**src/rtl/keypad_pkg.sv**
```systemverilog
// Shared types and constants for the 4x4 keypad scanner.
package keypad_pkg;

    localparam int SCAN_DIV_DEF = 4;
    localparam int DEBOUNCE_DEF = 8;

    localparam logic [3:0] ROW_IDLE  = 4'b1111;
    localparam logic [3:0] COL_IDLE  = 4'b1111;
    localparam logic [3:0] ROW_FIRST = 4'b1110;

    typedef enum logic [1:0] {
        ST_SCAN     = 2'd0,
        ST_DEBOUNCE = 2'd1,
        ST_HELD     = 2'd2,
        ST_RELEASE  = 2'd3
    } kstate_t;

    // True when exactly one active-low line is asserted.
    function automatic logic single_low(input logic [3:0] v);
        return $onehot(~v);
    endfunction

    // Active-low row rotation: 1110 -> 1101 -> 1011 -> 0111 -> 1110.
    function automatic logic [3:0] next_row(input logic [3:0] r);
        return {r[2:0], r[3]};
    endfunction

endpackage

```
**src/rtl/col_sync.sv**
```systemverilog
// Two-flop synchronizer bringing the raw keypad columns into the clk domain.
module col_sync
    import keypad_pkg::*;
(
    input  logic       clk,
    input  logic       reset,
    input  logic [3:0] d,
    output logic [3:0] q
);

    logic [3:0] meta;

    // Idle (no key) is all ones, so both stages reset to that value.
    always_ff @(posedge clk) begin
        if (reset) begin
            meta <= COL_IDLE;
            q    <= COL_IDLE;
        end else begin
            meta <= d;
            q    <= meta;
        end
    end

endmodule

```
**src/rtl/keypad_scanner.sv**
```systemverilog
// Row-scanning 4x4 keypad front end with press/release debounce.
// Emits a single key_valid pulse per accepted press and latches the
// active-low row/column pattern for the downstream key decoder.
//
//   state    | meaning
//   ---------+-----------------------------------------------------------
//   SCAN     | rotate rows, sample columns in last cycle of each row slot
//   DEBOUNCE | row frozen, count consecutive cycles matching captured col
//   HELD     | key accepted, wait for columns to go idle
//   RELEASE  | count consecutive idle cycles before resuming the scan
module keypad_scanner
    import keypad_pkg::*;
#(
    parameter int SCAN_DIV        = SCAN_DIV_DEF,
    parameter int DEBOUNCE_CYCLES = DEBOUNCE_DEF
) (
    input  logic       clk,
    input  logic       reset,
    input  logic [3:0] col,
    output logic [3:0] row,
    output logic [3:0] key_row,
    output logic [3:0] key_col,
    output logic       key_valid
);

    localparam int CNT_MAX = (SCAN_DIV > DEBOUNCE_CYCLES) ? SCAN_DIV : DEBOUNCE_CYCLES;
    localparam int CW      = $clog2(CNT_MAX) + 1;

    localparam logic [CW-1:0] DIV_LAST = CW'(SCAN_DIV - 1);
    localparam logic [CW-1:0] DEB_LAST = CW'(DEBOUNCE_CYCLES - 1);
    localparam logic [CW-1:0] DEB_FULL = CW'(DEBOUNCE_CYCLES);
    localparam logic [CW-1:0] CNT_ONE  = CW'(1);

    kstate_t       state;
    logic [3:0]    scol;
    logic [3:0]    row_q;
    logic [3:0]    cap_col;
    logic [CW-1:0] div_cnt;
    logic [CW-1:0] deb_cnt;
    logic          scol_match;
    logic          scol_idle;

    col_sync u_col_sync (
        .clk   (clk),
        .reset (reset),
        .d     (col),
        .q     (scol)
    );

    // Row register doubles as the captured row while a key is being tracked.
    assign row        = row_q;
    assign scol_match = (scol == cap_col);
    assign scol_idle  = (scol == COL_IDLE);

    // Scan/debounce controller: row rotation, key capture and output latching.
    always_ff @(posedge clk) begin
        if (reset) begin
            state     <= ST_SCAN;
            row_q     <= ROW_FIRST;
            cap_col   <= COL_IDLE;
            div_cnt   <= '0;
            deb_cnt   <= '0;
            key_row   <= ROW_IDLE;
            key_col   <= COL_IDLE;
            key_valid <= 1'b0;
        end else begin
            key_valid <= 1'b0;
            unique case (state)
                ST_SCAN: begin
                    // Earlier cycles of a row slot are settling time for the
                    // column lines and the synchronizer; only the last counts.
                    if (div_cnt == DIV_LAST) begin
                        div_cnt <= '0;
                        if (single_low(scol)) begin
                            cap_col <= scol;
                            deb_cnt <= '0;
                            state   <= ST_DEBOUNCE;
                        end else begin
                            row_q <= next_row(row_q);
                        end
                    end else begin
                        div_cnt <= div_cnt + CNT_ONE;
                    end
                end

                ST_DEBOUNCE: begin
                    if (!scol_match) begin
                        deb_cnt <= '0;
                        row_q   <= next_row(row_q);
                        state   <= ST_SCAN;
                    end else if (deb_cnt == DEB_LAST) begin
                        deb_cnt   <= DEB_FULL;
                        key_row   <= row_q;
                        key_col   <= cap_col;
                        key_valid <= 1'b1;
                        state     <= ST_HELD;
                    end else begin
                        deb_cnt <= deb_cnt + CNT_ONE;
                    end
                end

                ST_HELD: begin
                    // Other columns on the same row keep scol non-idle, so a
                    // second key only extends the hold; it never re-triggers.
                    if (scol_idle) begin
                        deb_cnt <= '0;
                        state   <= ST_RELEASE;
                    end
                end

                ST_RELEASE: begin
                    if (!scol_idle) begin
                        deb_cnt <= '0;
                        state   <= ST_HELD;
                    end else if (deb_cnt == DEB_LAST) begin
                        deb_cnt <= '0;
                        row_q   <= next_row(row_q);
                        state   <= ST_SCAN;
                    end else begin
                        deb_cnt <= deb_cnt + CNT_ONE;
                    end
                end

                default: begin
                    state <= ST_SCAN;
                end
            endcase
        end
    end

endmodule

```
**config.mk**
```make
export PLATFORM = sky130hd
export DESIGN_NAME = keypad_scanner
export DESIGN_NICKNAME = d
export VERILOG_FILES = /design/src/rtl/keypad_pkg.sv /design/src/rtl/col_sync.sv /design/src/rtl/keypad_scanner.sv
export SDC_FILE = /design/constraint.sdc
export NUM_CORES = 1
export LEC_CHECK = 0
export BUFFER_PORTS_ARGS = -buffer_cell sky130_fd_sc_hd__buf_2
export CAP_MARGIN = 10
export CORE_ASPECT_RATIO = 1.1
export CORE_MARGIN = 1
export CORE_UTILIZATION = 35
export DETAILED_ROUTE_END_ITERATION = 16
export HOLD_SLACK_MARGIN = 0.15
export PLACE_DENSITY_LB_ADDON = 0.25
export REMOVE_ABC_BUFFERS = 1
export SLEW_MARGIN = 5
export SYNTH_ARGS = -nofsm -noshare
export SYNTH_HDL_FRONTEND = slang
export SYNTH_SLANG_ARGS = --single-unit
```
**constraint.sdc**
```tcl
create_clock -name clk -period 2.48 [get_ports clk]
set_input_delay 0.248 -clock clk [delete_from_list [all_inputs] [get_ports clk]]
set_output_delay 0.248 -clock clk [all_outputs]
set_load 0.05 [all_outputs]
```
# Yosys cells after proc, flatten, opt, wreduce, memory -nomap -nowiden
# Cells that the tools add are included.
# totals
reg_bits	35
wordCells	67
output_inout_bits	13
in_bits	6
# op_classes
bitwise_logic	3
eq_ne	17
add_sub_neg	5
mux	24
reduce_logical	8
# op_table
op	n
2-to-1 mux 4 bit	13
case mux 4 bit (4 select lines)	1
2-to-1 mux 2 bit	7
!= test 2 bit, second input constant	7
case mux 4 bit (3 select lines)	1
AND reduction 3 bit	3
adder 4 x 1 -> 4 bit, second input constant	2
case mux 2 bit (4 select lines)	1
!= test 3 bit, second input constant	2
AND reduction 6 bit	1
AND reduction 5 bit	1
adder 1 x 1 -> 2 bit	2
== test 2 bit, second input constant	2
== test 4 x 2 -> 1 bit, second input constant	1
== test 4 x 3 -> 1 bit, second input constant	1
== test 4 bit	1
== test 4 bit, second input constant	1
NOT 4 bit	1
adder 2 x 2 -> 3 bit	1
== test 3 x 1 -> 1 bit, second input constant	1
nonzero test 3 bit	1
OR reduction 3 bit	1
== test 2 x 1 -> 1 bit, second input constant	1
zero test 2 bit	1
2 further kinds	3

# Depth between registers and ports, before layout
# logic_depth
depth_word	7
depth_mapped	8
depth_no_buf	8

# By module
# A second synthesis with hierarchy kept.
# unflattened
hier_cells	152
area_unflattened_um2	1521.5
# by_module_without_submodules
mod	n_inst	seq_area_each_um2	area_per_inst_um2	cells_each
keypad_scanner	1	540.5	1311.3	136
col_sync	1	160.2	210.2	16

# Least setup slack after synthesis
# Ideal clock, no wire load.
# synth_timing
kind	flip-flop to flip-flop
startpoint	register u_col_sync.q[0]
endpoint	register state[1]
stages_incl_launch_ff	9
t_required_ns	2.347
arrival_time_ns	2.466
slack_ns	-0.119
period_less_slack_ns	2.599
cell_sequence	dfxtp_1 -> fa_1 -> inv_1 -> ha_1 -> ha_1 -> or3b_4 -> a211o_4 -> nor4b_4 -> a211oi_2
# synth_via
elab_chain_cells	6
# synth_rtl
item	line_no	source
start: declaration	col_sync.sv:8	output logic [3:0] q
start signal: assignment	col_sync.sv:20	q <= meta;
NOT 4 bit	keypad_pkg.sv:20	return $onehot(~v);
adder 1 x 1 -> 2 bit (implied by the code)	keypad_pkg.sv:20	
adder 2 x 2 -> 3 bit (implied by the code)	keypad_pkg.sv:20	
== test 3 x 1 -> 1 bit	keypad_pkg.sv:20	
!= test 2 bit (no source line)	-	
AND reduction 5 bit (no source line)	-	
end signal: assignment	keypad_scanner.sv:58	state <= ST_SCAN;
end signal: assignment	keypad_scanner.sv:77	state <= ST_DEBOUNCE;
end signal: assignment	keypad_scanner.sv:90	state <= ST_SCAN;
end: declaration	keypad_scanner.sv:34	kstate_t state;
# Several ways; a longest one is shown, not always the timed one.
# A chain may end at the register's enable or synchronous reset.

# Worst setup path in the final report
# layout_timing
startpoint	register u_col_sync.q[3]
endpoint	register state[1]
# Same word-level chain as after synthesis.

==> flow_summary.json <==
{
  "outcome": "complete, but fails checks",
  "violations": "negative setup slack",
  "path_class": "reg -> reg",
  "layout.nets": 195,
  "worstReg2RegStart": "u_col_sync.q[3]",
  "synthDominantCellAreaShare_pct": 45.0,
  "vdd_ir_drop_max_uv": 409,
  "holdCritPathClass": "reg -> reg",
  "timing_hold_violations_final": 0,
  "synth-compound-area-share_pct": 15.0,
  "fin_ws_ns": -0.0384,
  "muxShareOfSynthArea_pct": 2.57,
  "wl_per_cell_um": 12.3,
  "finish.instance_area_um2": 1940,
  "grtUsageTotal_pct": 13.8,
  "synth_cells": 150,
  "drive_gt1_share_pct": 35.9,
  "yosysMostFrequentCell": "dfxtp_1",
  "synthFlopType": "dfxtp_1",
  "gp_congestion": 0.857,
  "cap_violations": 0,
  "placed_cells": 225,
  "drcViolationCount": 0,
  "clockBufferDepth": 2,
  "min_period_ns": 2.52,
  "final-max-slew-violation-count": 0,
  "synth-edff-count": 0,
  "synth_top_family_by_area": "simple AND/OR/NAND/NOR gates",
  "fin_skew_ns": 0.00616,
  "setup_viol": 2,
  "whs_endpoint": "u_col_sync.q[3]",
  "hpwl_mm": 1.99,
  "min-delay-start": "u_col_sync.meta[3]",
  "place_area_um2": 1750,
  "core.rowCount": 25,
  "r2r_end": "state[1]",
  "ys_seq_area_share_pct": 45.0,
  "wirelength_mm": 2.92,
  "synth_top_cells_by_count": "dfxtp_1, a211o_1, nor2b_1",
  "grt_pass1_vias": 1160,
  "synth_xor_area_share_pct": 2.81,
  "io_buffers": 18,
  "synth_top_cell_by_area": "dfxtp_1",
  "critPathArrivalTime_ns": 2.67,
  "crit_buf_inv": 1,
  "path_cells": "fa_1 > inv_2 > ha_4 > ha_4 > or3b_4 > a211o_4 > nor4b_4 > a211oi_2",
  "worstSkewPairLatency_ns": 0.29,
  "chipWidth_um": 65.6,
  "fin_util_pct": 45.4,
  "worstMarginPinSlew_ns": 0.622,
  "vias": 1181,
  "crit_fanout": 3,
  "r2r_cells": 8,
  "syn-mean-instance-area_um2": 10.4,
  "endpoint_kind": "flip-flop",
  "slowest_delay_ns": 0.54,
  "drtIter0Drc": 32,
  "max_freq_ghz": 0.397,
  "vias_per_cell": 4.96,
  "grt_pass1_wl_mm": 4.93,
  "cts_sinks": 35,
  "clk_pin_slew_ns": 0.07,
  "cellLeakagePower_nw": 0.715,
  "ys_types": 40,
  "worstPathRequired_ns": 2.63,
  "async_flop_share_pct": 0,
  "fin_crit_sh_pct": 102,
  "grt_max_degree": 39,
  "num_antenna_cells": 0,
  "synthTopCellsByArea": "dfxtp_1, a211o_1, nor2b_1",
  "die_h_um": 71.9,
  "cp_common_cell": "ha_4",
  "grt_antenna_before_repair": 0,
  "ios": 19,
  "final.setup.tns_ns": -0.0616,
  "rsz0062_at_grt": "yes",
  "netlist_area_um2": 1560,
  "power_density_nw_per_um2": 715,
  "r2r_slack_ns": -0.04,
  "globalRouteOverflowTotal": 0,
  "cts_buffers": 5,
  "synth-seq-cells": 35,
  "drt_pre_antenna_iters": 4,
  "cts_root_buf": "clkbuf_8",
  "drtAntennaViolNets": 0,
  "cts_tree": "built",
  "crit_path_top_delay_cell": "fa_1",
  "yosys.area_share.simple_pct": 26.3,
  "stdcell_count": 238,
  "crit_family": "adder cells",
  "start_util_pct": 36.3,
  "yosys_warnings": 0,
  "area_delta_synth_final_pct": 24.9,
  "slew_headroom_pct": 58.5,
  "hold_path_depth": 1,
  "startpoint_type": "flip-flop",
  "coreArea_um2": 4290,
  "htree_levels": 2,
  "die_area_um2": 4720,
  "synth_fa_ha_area_share_pct": 5.31
}
==> cell usage in the layout, fill, tap and decap left out, drive strengths merged <==
cell type and n:
mux2i 4, inv 4, or3b 1, a21oi 4
a31oi 2, or2 8, a211oi 2, clkinvlp 2
nand4b 1, nand2 6, nor2 10, nor3 2
ha 5, nor2b 12, xnor2 4, xor2 1
nand2b 3, o21ai 5, fa 1, nor4b 1
nand4 2, dfxtp 35, clkinv 1, o31ai 2
a211o 13, nor4 3, a22oi 1, nand3 6
nand3b 4, a21boi 1, dlygate4sd3 4, buf 28
and3 1, clkbuf 5
==> metal layers <==
metal  GRT usage [%]  up-vias  share of wire (%)
met4            6.52        0                2.0
li1                -      597                  -
met2            24.2       17                 51
met5               0        -                  0
met1            15.2      561                 44
met3            3.77        6                3.2
==> worst register-to-register path: cells and delay by family, from the launching register on <==
| kind | cells | cell delay, ns |
|---|---|---|
| and+or+nand+nor | 2 | 0.67 |
| AOI/OAI and AO/OA | 2 | 0.41 |
| buffers and inverters | 1 | 0.05 |
| adders and majority gates | 3 | 0.91 |
| DFF | 1 | 0.33 |
==> power breakdown <==
part / internal, mW / switching (mW)
logic: 0.140 / 0.188
registers: 0.608 / 0.0451
clock network: 0.195 / 0.214
==> sequential cells by signal, summed over array words and instances (netlist names) <==
signal,cells
cap_col,4
deb_cnt,4
div_cnt,4
key_col,4
key_row,4
key_valid,1
row,4
state,2
u_col_sync.meta,4
u_col_sync.q,4
==> layout make-up <==
cell class | instances | area (µm²)
fill | 404 | 2340
multi-input combinational | 105 | 857
sequential | 35 | 703
timing repair buffer | 32 | 213
clock buffer | 5 | 68.8
tap | 54 | 67.6
clock inverter | 3 | 20.0
inverter | 4 | 15.0
==> metrics by stage <==
step,setup WS [ns],hold WS (ns),total power [mW]
3_5_place_dp,-0.163,0.398,0.976
4_1_cts,-0.0492,0.417,1.40
3_3_place_gp,-0.0967,0.394,0.963
6_report,-0.0384,0.412,1.39
5_1_grt,-0.122,0.424,1.46
2_1_floorplan,-0.111,0.313,0.891
==> worst max path at each step <==
stage,startpoint,end,slack [ns],cells after the start
6_report,u_col_sync.q[3],state[1],-0.04,8
2_1_floorplan,u_col_sync.q[0],state[1],-0.11,8
3_5_place_dp,u_col_sync.q[0],deb_cnt[1],-0.16,9
5_1_grt,u_col_sync.q[3],deb_cnt[1],-0.12,9
3_3_place_gp,u_col_sync.q[0],state[1],-0.1,8
4_1_cts,u_col_sync.q[3],state[1],-0.05,8
==> kinds of logic after synthesis <==
group                      count (synthesis)
and+or+nand+nor                           60
DFF                                       35
AOI/OAI and AO/OA                         30
buffers and inverters                     10
adders and majority gates                  6
xor gates and xnor gates                   5
muxes                                      4
==> timing repair <==
item                                    CTS  global route
endpoints found under the setup margin   11            13
pin swaps                                10             6
hold endpoints to repair                  4             0
resized for setup                         8             6
buffers inserted                          1             0
hold buffers                              4             0
Note: power is estimated with default switching activity, not from simulation.
